## src/rtl/icache_mem_req_arbiter_pkg.sv

```systemverilog
// icache_mem_req_arbiter_pkg: shared defaults and types for the icache fetch arbiter
package icache_mem_req_arbiter_pkg;
    localparam int ICACHE_ARB_NUM_REQ         = 2;
    localparam int ICACHE_ARB_MAX_OUTSTANDING = 4;
    localparam int ICACHE_ARB_ADDR_WIDTH      = 32;
    localparam int ICACHE_ARB_TAG_WIDTH       = 16;
    localparam int FETCH_DATA_WIDTH           = 256;
    typedef struct packed {
        logic [ICACHE_ARB_ADDR_WIDTH-1:0] addr;
        logic [ICACHE_ARB_TAG_WIDTH-1:0]  tag;
    } icache_arb_req_t;
    // wide enough to hold any returned source id and the requester count itself (up to 8)
    typedef logic [3:0] icache_arb_src_t;
endpackage

```

## src/rtl/icache_rr_arbiter.sv

```systemverilog
// icache_rr_arbiter: combinational rotating-priority grant starting at ptr
module icache_rr_arbiter #(
    parameter int N = 2,
    parameter int W = 1
) (
    input  logic [N-1:0] req,
    input  logic [W-1:0] ptr,
    input  logic         en,
    output logic [N-1:0] gnt,
    output logic [W-1:0] idx
);
    localparam logic [W:0] NN = (W+1)'(N);
    logic [W:0] c;
    logic       found;
    // walk the ring from ptr; the first asserted request wins
    always_comb begin
        gnt   = '0;
        idx   = '0;
        found = 1'b0;
        c     = '0;
        for (int k = 0; k < N; k++) begin
            c = {1'b0, ptr} + (W+1)'(k);
            c = c >= NN ? c - NN : c;
            if (en && !found && req[c[W-1:0]]) begin
                found           = 1'b1;
                gnt[c[W-1:0]]   = 1'b1;
                idx             = c[W-1:0];
            end
        end
    end
endmodule

```

## src/rtl/icache_mem_req_arbiter.sv

```systemverilog
// icache_mem_req_arbiter: round-robin share of the icache fetch channel with credit limit; ICACHE_ARB_DEMAND_PRIO_EN gives requester 0 priority
module icache_mem_req_arbiter
    import icache_mem_req_arbiter_pkg::*;
#(
    parameter int NUM_REQ         = ICACHE_ARB_NUM_REQ,
    parameter int ADDR_WIDTH      = ICACHE_ARB_ADDR_WIDTH,
    parameter int TAG_WIDTH       = ICACHE_ARB_TAG_WIDTH,
    parameter int DATA_WIDTH      = FETCH_DATA_WIDTH,
    parameter int MAX_OUTSTANDING = ICACHE_ARB_MAX_OUTSTANDING,
    parameter int SRC_W           = NUM_REQ > 1 ? $clog2(NUM_REQ) : 1
) (
    input  logic                            clk,
    input  logic                            rst,
    input  logic [NUM_REQ-1:0]              req_vld,
    output logic [NUM_REQ-1:0]              req_rdy,
    input  logic [NUM_REQ*ADDR_WIDTH-1:0]   req_addr,
    input  logic [NUM_REQ*TAG_WIDTH-1:0]    req_tag,
    output logic                            mem_req_vld,
    input  logic                            mem_req_rdy,
    output logic [ADDR_WIDTH-1:0]           mem_req_addr,
    output logic [SRC_W+TAG_WIDTH-1:0]      mem_req_tag,
    input  logic                            mem_ack_vld,
    output logic                            mem_ack_rdy,
    input  logic [DATA_WIDTH-1:0]           mem_ack_data,
    input  logic [SRC_W+TAG_WIDTH-1:0]      mem_ack_tag,
    output logic [NUM_REQ-1:0]              rsp_vld,
    input  logic [NUM_REQ-1:0]              rsp_rdy,
    output logic [DATA_WIDTH-1:0]           rsp_data,
    output logic [TAG_WIDTH-1:0]            rsp_tag,
    output logic [3:0]                      outstanding_cnt,
    output logic                            err_bad_src
);
    logic                 buf_vld;
    logic [SRC_W-1:0]     rr_ptr;
    logic [NUM_REQ-1:0]   rr_gnt, gnt;
    logic [SRC_W-1:0]     rr_idx, idx;
    logic                 slot, credit, fire, adv, bad, rsp_fire;
    icache_arb_src_t      src;

    assign slot   = !buf_vld || mem_req_rdy;
    assign credit = outstanding_cnt < 4'(MAX_OUTSTANDING);

`ifdef ICACHE_ARB_DEMAND_PRIO_EN
    logic dem;
    assign dem = slot && credit && req_vld[0];
    icache_rr_arbiter #(.N(NUM_REQ), .W(SRC_W)) u_arb (
        .req (req_vld & ~NUM_REQ'(1)),
        .ptr (rr_ptr),
        .en  (slot && (outstanding_cnt < 4'(MAX_OUTSTANDING - 1)) && !dem),
        .gnt (rr_gnt),
        .idx (rr_idx)
    );
    assign gnt = dem ? NUM_REQ'(1) : rr_gnt;
    assign idx = dem ? '0 : rr_idx;
`else
    icache_rr_arbiter #(.N(NUM_REQ), .W(SRC_W)) u_arb (
        .req (req_vld),
        .ptr (rr_ptr),
        .en  (slot && credit),
        .gnt (rr_gnt),
        .idx (rr_idx)
    );
    assign gnt = rr_gnt;
    assign idx = rr_idx;
`endif

    assign adv          = |rr_gnt;
    assign fire         = |gnt;
    assign req_rdy      = gnt;
    assign mem_req_vld  = buf_vld;

    // output stage: load on grant, empty on drain, hold under backpressure
    always_ff @(posedge clk) begin
        if (rst) begin
            buf_vld <= 1'b0;
            rr_ptr  <= '0;
        end else begin
            if (fire) begin
                buf_vld      <= 1'b1;
                mem_req_addr <= req_addr[idx*ADDR_WIDTH +: ADDR_WIDTH];
                mem_req_tag  <= {idx, req_tag[idx*TAG_WIDTH +: TAG_WIDTH]};
            end else if (mem_req_rdy) begin
                buf_vld <= 1'b0;
            end
            if (adv)
                rr_ptr <= idx == SRC_W'(NUM_REQ - 1) ? '0 : idx + 1'b1;
        end
    end

    assign src      = icache_arb_src_t'(mem_ack_tag[SRC_W+TAG_WIDTH-1 -: SRC_W]);
    assign bad      = src >= icache_arb_src_t'(NUM_REQ);
    assign rsp_fire = mem_ack_vld && mem_ack_rdy;
    assign rsp_data = mem_ack_data;
    assign rsp_tag  = mem_ack_tag[TAG_WIDTH-1:0];

    // steer the ack to its source; unknown sources are swallowed
    always_comb begin
        rsp_vld     = '0;
        mem_ack_rdy = bad;
        for (int i = 0; i < NUM_REQ; i++) begin
            if (src == icache_arb_src_t'(i)) begin
                rsp_vld[i]  = mem_ack_vld;
                mem_ack_rdy = rsp_rdy[i];
            end
        end
    end

    // credit counter and sticky bad-source flag
    always_ff @(posedge clk) begin
        if (rst) begin
            outstanding_cnt <= '0;
            err_bad_src     <= 1'b0;
        end else begin
            if (fire && !rsp_fire)
                outstanding_cnt <= outstanding_cnt + 4'd1;
            else if (!fire && rsp_fire && outstanding_cnt != '0)
                outstanding_cnt <= outstanding_cnt - 4'd1;
            if (mem_ack_vld && bad)
                err_bad_src <= 1'b1;
        end
    end
endmodule

```

## config.mk

```make
export PLATFORM = sky130hd
export DESIGN_NAME = icache_mem_req_arbiter
export DESIGN_NICKNAME = d
export VERILOG_FILES = /design/src/rtl/icache_mem_req_arbiter_pkg.sv /design/src/rtl/icache_rr_arbiter.sv /design/src/rtl/icache_mem_req_arbiter.sv
export SDC_FILE = /design/constraint.sdc
export NUM_CORES = 1
export LEC_CHECK = 0
export CAP_MARGIN = 10
export CELL_PAD_IN_SITES_DETAIL_PLACEMENT = 0
export CELL_PAD_IN_SITES_GLOBAL_PLACEMENT = 2
export CORE_AREA = 4 4 270 272
export DETAILED_ROUTE_END_ITERATION = 6
export DIE_AREA = 0 0 274 276
export HOLD_SLACK_MARGIN = 0.03
export PLACE_DENSITY = 0.69
export SYNTH_ARGS = -nofsm -noshare
export SYNTH_HDL_FRONTEND = slang
export SYNTH_SLANG_ARGS = --single-unit
```

## constraint.sdc

```tcl
create_clock -name clk -period 4.3 [get_ports clk]
set_clock_uncertainty 0.2 [all_clocks]
set_input_delay 1.29 -clock clk [delete_from_list [all_inputs] [get_ports clk]]
set_output_delay 1.29 -clock clk [all_outputs]
set_load 0.02 [all_outputs]
```

==> results of run 1 <==
==> how the worst max path moves through the flow <==
stage | end | slack (ns) | cells past startpoint
global placement | req_rdy[1] | -0.16 | 6
detailed placement | req_rdy[1] | -0.16 | 6
floorplan | mem_req_addr[0] | 0.63 | 4
CTS | mem_ack_rdy | 0.07 | 3
global route | req_rdy[1] | 0.05 | 6
finish | mem_ack_rdy | 0.09 | 3
==> power breakdown <==
part / internal (uW) / switching [uW]
combinational: 440 / 454
sequential: 728 / 53.0
clock: 216 / 207
==> metrics by stage <==
step	utilization [%]	total power [uW]
2_1_floorplan	-	1650
3_3_place_gp	7.63	1700
3_5_place_dp	7.63	1720
4_1_cts	7.84	2170
5_1_grt	7.84	2240
6_report	7.84	2100
==> layer usage <==
layer  up-vias  track usage (%)  part of all wire, %
met1      1035             4.33                   28
met5         -                0                    0
met3       108             4.77                   21
met2       408             8.77                   45
met4         0             3.83                  7.0
li1        952                -                    -
==> kinds of logic after synthesis <==
kind of cell | after synthesis | synth area share, %
AND/OR/NAND/NOR | 28 | 3.71
other | 1 | 0.0811
flip-flops | 55 | 34.4
buffers and inverters | 282 | 45.9
adder cells (fa/ha/maj) | 3 | 0.974
XOR/XNOR | 1 | 0.189
AO/OA/AOI/OAI | 11 | 1.97
multiplexers | 52 | 12.8
==> sequential cells by signal, indices dropped and copies added (netlist names) <==
| register | flops |
|---|---|
| mem_req_vld | 1 |
| mem_req_tag | 17 |
| rr_ptr | 1 |
| mem_req_addr | 32 |
| outstanding_cnt | 4 |
==> placed cells by master (no fill, tap or decap), types with 2 or more instances in the layout <==
master,n
mux2_4,2
nor2_1,4
ha_1,2
nor4_1,2
nor2_4,2
a31oi_1,2
and2b_1,2
edfxtp_1,49
clkdlybuf4s50_1,161
nand2b_1,3
mux2_1,4
clkbuf_16,5
a21oi_1,5
inv_1,3
nand2_1,4
dfxtp_1,6
buf_4,9
mux2_2,45
==> worst reg2reg max path: stages (launching register included) <==
cell	delay, ns
dfxtp_1	0.34
and2b_1	0.20
buf_4	0.16
a2111oi_4	0.29
inv_1	0.14
ha_1	0.35
nand3_1	0.11
and4_2	0.25
a22oi_2	0.14
mux2_4	0.31
==> layout make-up <==
cell class,instances,area (sq um),area share [%]
Clock buffer,5,125,2.26
Clock inverter,3,20.0,0.361
Inverter,3,11.3,0.203
Multi-Input combinational cell,96,920,16.6
Sequential cell,55,1590,28.7
Tap cell,950,1190,21.4
Timing Repair Buffer,171,1690,30.4
==> flow_metrics.env, run 1 <==
export IMPL_drtAntennaViolNets=0
export IMPL_critPathRequiredTime_ns=2.81
export IMPL_synth_seq_area_share_pct=34.4
export IMPL_ys_top_cells_by_area="buf_4 (44%), edfxtp_1 (32%), mux2_2 (11%)"
export IMPL_post_cts_buffers=0
export IMPL_syn_inst=433
export IMPL_wl_per_cell_um=17.4
export IMPL_synth_edf_count=49
export IMPL_leakage_uw=0.00163
export IMPL_synth_distinct_cells=37
export IMPL_max_cap_violations=0
export IMPL_netlist_top_cell_by_area="buf_4"
export IMPL_die_x_um=274
export IMPL_die_y_um=276
export IMPL_hold_depth=1
export IMPL_worst_path_max_fanout=5
export IMPL_max_stage_delay_ns=0.56
export IMPL_overflow=0
export IMPL_whs_endpoint="rr_ptr"
export IMPL_ys_flop_type="edfxtp_1"
export IMPL_slew_headroom_pct=48.5
export IMPL_gp_congestion=0.709
export IMPL_min_delay_start="rr_ptr"
export IMPL_hold_path_class="register to register"
export IMPL_ys_ff_latch=55
export IMPL_cp_start_kind="input port"
export IMPL_fin_setup_tns_ns=0
export IMPL_cp_top_family="buffers and inverters"
export IMPL_placed_cells=1275
export IMPL_placed_cell_area_sq_mm=0.00540
export IMPL_cts_resized=1
export IMPL_htreeDepth=2
export IMPL_setup_viol=0
export IMPL_yosysMostFrequentCell="buf_4"
export IMPL_r2r_end="outstanding_cnt[3]"
export IMPL_status="complete, no violations"
export IMPL_dp_hpwl_um=19500
export IMPL_cp_slowest_cell="clkdlybuf4s50_1"
export IMPL_rsz0062_at_grt="false"
export IMPL_synth_top_cells_by_count="buf_4 (273), edfxtp_1 (49), mux2_2 (45)"
export IMPL_fillers=8231
export IMPL_end_kind="output port"
export IMPL_avgSynthCellArea_sq_um=10.7
export IMPL_antenna_found_initial=3
export IMPL_grt_use_total_pct=5.48
export IMPL_cts_tree="built"
export IMPL_cts_root_buf="clkbuf_16"
export IMPL_yosysTopAreaCellShare_pct=44.3
export IMPL_r2r_start="mem_req_vld"
export IMPL_final_nets=712
export IMPL_path_cells="clkdlybuf4s50_1 > mux2_4 > clkdlybuf4s50_1"
export IMPL_clk_pin_slew_ns=0.07
export IMPL_routed_wl_um=22300
export IMPL_place_port_buffers=163
export IMPL_max_freq_mhz=238
export IMPL_ioPinCount=709
export IMPL_dpl_worst_slack_ns=-0.163
export IMPL_die_area_sq_mm=0.0756
export IMPL_diodes=0
export IMPL_grt_pass1_wl_um=27300
export IMPL_startpoint="mem_ack_tag[16]"
export IMPL_core_area_sq_mm=0.0708
export IMPL_syn_cell_area_sq_mm=0.00463
export IMPL_finalMaxSlewViolations=0
export IMPL_regToRegSetupSlack_ns=1.71
export IMPL_hold_viol=0
export IMPL_vias=2503
export IMPL_design_area_sq_mm=0.00554
export IMPL_arrival_ns=2.72
export IMPL_fin_crit_sh_pct=97.9
export IMPL_setup_slack_ns=0.0919
export IMPL_ir_worst_vdd_mv=0.136
export IMPL_drcViolationCount=0
export IMPL_areaGrowthSynthToFinish_pct=19.9
export IMPL_grt_pass1_vias=2768
export IMPL_first_iter_violations=97
export IMPL_worstMarginPinSlew_ns=0.772
export IMPL_yosys_warnings=0
export IMPL_hold_ws_ns=0.313
export IMPL_instances_no_fill=1283
export IMPL_r2r_cells=9
export IMPL_clock_sinks=55
export IMPL_crit_type="input port to output port"
export IMPL_ctsHoldBuffers=0
export IMPL_first_pass_iters=4
export IMPL_clock_latency_ns=0.31
export IMPL_viasPerCell=1.95
export IMPL_path_buf_inv=2
export IMPL_cts_path_max_buffers=2
export IMPL_initial_core_util_pct=6.54
export IMPL_grt_max_degree=50
export IMPL_rows=98
export IMPL_synth_async_sr_flop_share_pct=0
export IMPL_fin_crit_ns=4.21
export IMPL_critPathMostFrequentCell="clkdlybuf4s50_1"
export IMPL_drive_gt1_share_pct=21.6
export IMPL_synth_nets=813
export IMPL_cts_buffers=5
export IMPL_power_density_mw_per_mm2=378
No activity file was read; power rests on OpenSTA's default activity.
==> run 2: changes to the inputs <==
--- a/config.mk
+++ b/config.mk
@@ -5,6 +5,7 @@
 export SDC_FILE = /design/constraint.sdc
 export NUM_CORES = 1
 export LEC_CHECK = 0
+export ABC_AREA = 1
 export CAP_MARGIN = 10
 export CELL_PAD_IN_SITES_DETAIL_PLACEMENT = 0
 export CELL_PAD_IN_SITES_GLOBAL_PLACEMENT = 2
@@ -12,7 +13,8 @@
 export DETAILED_ROUTE_END_ITERATION = 6
 export DIE_AREA = 0 0 274 276
 export HOLD_SLACK_MARGIN = 0.03
-export PLACE_DENSITY = 0.69
+export MAX_ROUTING_LAYER = met4
+export PLACE_DENSITY = 0.72
 export SYNTH_ARGS = -nofsm -noshare
 export SYNTH_HDL_FRONTEND = slang
 export SYNTH_SLANG_ARGS = --single-unit
==> run 2 against run 1 <==
Net effect: synthesized area increased by 0.27%; clock power increased by 4.7%; total power increased by 14%; design area increased by 0.38%; critical endpoint is now req_rdy[0]; non-clock buffer count decreased by 3; maximum frequency increased by 0.41%; worst hold slack improved by 0.037 ns.
==> flow_metrics.env, run 2 <==
export IMPL_synth_nets=926
export IMPL_dp_hpwl_um=31400
export IMPL_ys_ff_latch=55
export IMPL_first_pass_iters=4
export IMPL_yosysMostFrequentCell="buf_4"
export IMPL_fin_crit_sh_pct=97.5
export IMPL_gp_congestion=0.798
export IMPL_cts_root_buf="clkbuf_16"
export IMPL_hold_depth=2
export IMPL_initial_core_util_pct=6.56
export IMPL_ys_flop_type="edfxtp_1"
export IMPL_largest_register="mem_req_addr"
export IMPL_slew_headroom_pct=40.6
export IMPL_vias=2934
export IMPL_r2r_start="outstanding_cnt[3]"
export IMPL_worstMarginPinSlew_ns=0.891
export IMPL_grt_use_total_pct=8.74
export IMPL_drcViolationCount=0
export IMPL_finalMaxSlewViolations=0
export IMPL_end_kind="output port"
export IMPL_areaGrowthSynthToFinish_pct=20.0
export IMPL_htreeDepth=2
export IMPL_whs_endpoint="outstanding_cnt[2]"
export IMPL_grt_pass1_vias=3025
export IMPL_die_y_um=276
export IMPL_cts_tree="built"
export IMPL_grt_max_degree=49
export IMPL_layout_common_cells="clkdlybuf4s50_1 (161), nand2_1 (157), edfxtp_1 (49)"
export IMPL_regToRegSetupSlack_ns=1.97
export IMPL_rows=98
export IMPL_crit_type="input port to output port"
export IMPL_die_area_sq_mm=0.0756
export IMPL_power_density_mw_per_mm2=430
export IMPL_clock_latency_ns=0.31
export IMPL_largest_reg_flops=32
export IMPL_reg_top3="mem_req_addr: 32 flops, mem_req_tag: 17 flops, outstanding_cnt: 4 flops"
export IMPL_diodes=0
export IMPL_yosysTopAreaCellShare_pct=44.2
export IMPL_ir_worst_vdd_mv=0.242
export IMPL_synth_async_sr_flop_share_pct=0
export IMPL_die_x_um=274
export IMPL_max_freq_mhz=239
export IMPL_max_cap_violations=0
export IMPL_cts_buffers=5
export IMPL_cts_path_max_buffers=2
export IMPL_netlist_top_cell_by_area="buf_4"
export IMPL_viasPerCell=2.11
export IMPL_worst_path_max_fanout=3
export IMPL_synth_distinct_cells=29
export IMPL_cp_start_kind="input port"
export IMPL_avgSynthCellArea_sq_um=8.49
export IMPL_final_nets=818
export IMPL_hold_path_class="register to register"
export IMPL_power_uw=2390
export IMPL_grt_pass1_wl_um=40100
export IMPL_status="complete, no violations"
export IMPL_first_iter_violations=140
export IMPL_synth_seq_area_share_pct=34.3
export IMPL_syn_cell_area_sq_mm=0.00464
export IMPL_critPathRequiredTime_ns=2.81
export IMPL_synth_edf_count=49
export IMPL_core_area_sq_mm=0.0708
export IMPL_ys_top_cells_by_area="buf_4 (44%), edfxtp_1 (32%), nand2_1 (13%)"
export IMPL_drive_gt1_share_pct=7.52
export IMPL_arrival_ns=2.70
export IMPL_place_port_buffers=163
export IMPL_yosys_warnings=0
export IMPL_setup_viol=0
export IMPL_ioPinCount=709
export IMPL_drtAntennaViolNets=0
export IMPL_fin_setup_tns_ns=0
export IMPL_leakage_uw=0.00190
export IMPL_wl_per_cell_um=24.7
export IMPL_r2r_end="outstanding_cnt[3]"
export IMPL_r2r_cells=13
export IMPL_clock_sinks=55
export IMPL_rsz0062_at_grt="false"
export IMPL_min_delay_start="outstanding_cnt[2]"
export IMPL_synth_top_cells_by_count="buf_4 (273), nand2_1 (157), edfxtp_1 (49)"
export IMPL_fin_crit_ns=4.19
export IMPL_layout_commonest_cell="clkdlybuf4s50_1"
export IMPL_routed_wl_um=34400
export IMPL_clk_pin_slew_ns=0.08
export IMPL_hold_viol=0
export IMPL_antenna_found_initial=0
export IMPL_overflow=0
export IMPL_syn_inst=546
run 2: changes by cell type in the layout (fill, tap and decap cells not counted), moves of 3 or more:
cell and change:
a21oi_1 -3, buf_4 -5, inv_1 +6, inv_2 +4, mux2_1 -4, mux2_2 -45
nand2_1 +153, nand2_4 +3, nand2b_1 -3, nor2_1 +4
run 2: worst max-delay path by stage:
stage | end | slack, ns | depth (start not counted) | start
CTS | req_rdy[1] | 0.07 | 6 | mem_req_rdy
detailed placement | req_rdy[1] | 0.08 | 6 | mem_req_rdy
floorplan | mem_req_addr[0] | 0.51 | 6 | mem_req_rdy
global route | req_rdy[0] | 0.04 | 6 | mem_req_rdy
finish | req_rdy[0] | 0.11 | 6 | mem_req_rdy
global placement | req_rdy[1] | 0.08 | 6 | mem_req_rdy
run 2: area by class of cell:
cell class	instances	area (sq um)
timing repair buffer	168	1690
clock inverter	2	13.8
fill	8247	65200
sequential	55	1590
tap	950	1190
inverter	13	48.8
clock buffer	6	139
multi-input combinational	195	890
run 2: per-stage QoR:
step / util [%] / area [sq um] / setup slack, ns / instances / hold slack (ns)
floorplan: - / 4640 / 0.507 / 546 / 0.321
finish: 7.87 / 5570 / 0.109 / 1389 / 0.350
global placement: 7.65 / 5410 / 0.0776 / 1381 / 0.337
global route: 7.87 / 5570 / 0.0408 / 1389 / 0.402
CTS: 7.86 / 5560 / 0.0733 / 1389 / 0.353
detailed placement: 7.65 / 5410 / 0.0816 / 1381 / 0.341
run 2: cells by family after synthesis:
logic type	after synthesis	share of synthesized area [%]
flops	55	34.3
other cells	1	0.0809
fa+ha+maj	3	0.971
simple gates	181	16.5
buf+inv	296	46.7
compound gates	9	1.24
xor+xnor	1	0.189
run 2: metal layers:
layer / vias to the layer above / wire length [um] / GRT usage, %
li1: 1194 / - / -
met1: 1209 / 6730 / 4.68
met2: 419 / 16600 / 14.6
met3: 112 / 9710 / 11.0
met4: 0 / 1320 / 3.34
met5: - / 0 / -
run 2: report_power, final:
part	internal, uW	switching (uW)
clock	234	208
sequential	772	60.5
combinational	474	646
run 2: worst max-delay path, stage by stage:
cell	delay, ns
clkdlybuf4s50_1	0.46
inv_1	0.04
nand2_1	0.11
nand2_4	0.07
nor2_2	0.11
clkdlybuf4s50_1	0.61
run 2: repair_timing:
action / 4_1_cts / 5_1_grt
hold buffers: 0 / 0
resized for setup: 0 / 1
hold endpoints to repair: 0 / 0
buffers inserted: 0 / 0
endpoints found under the setup margin: 0 / 1
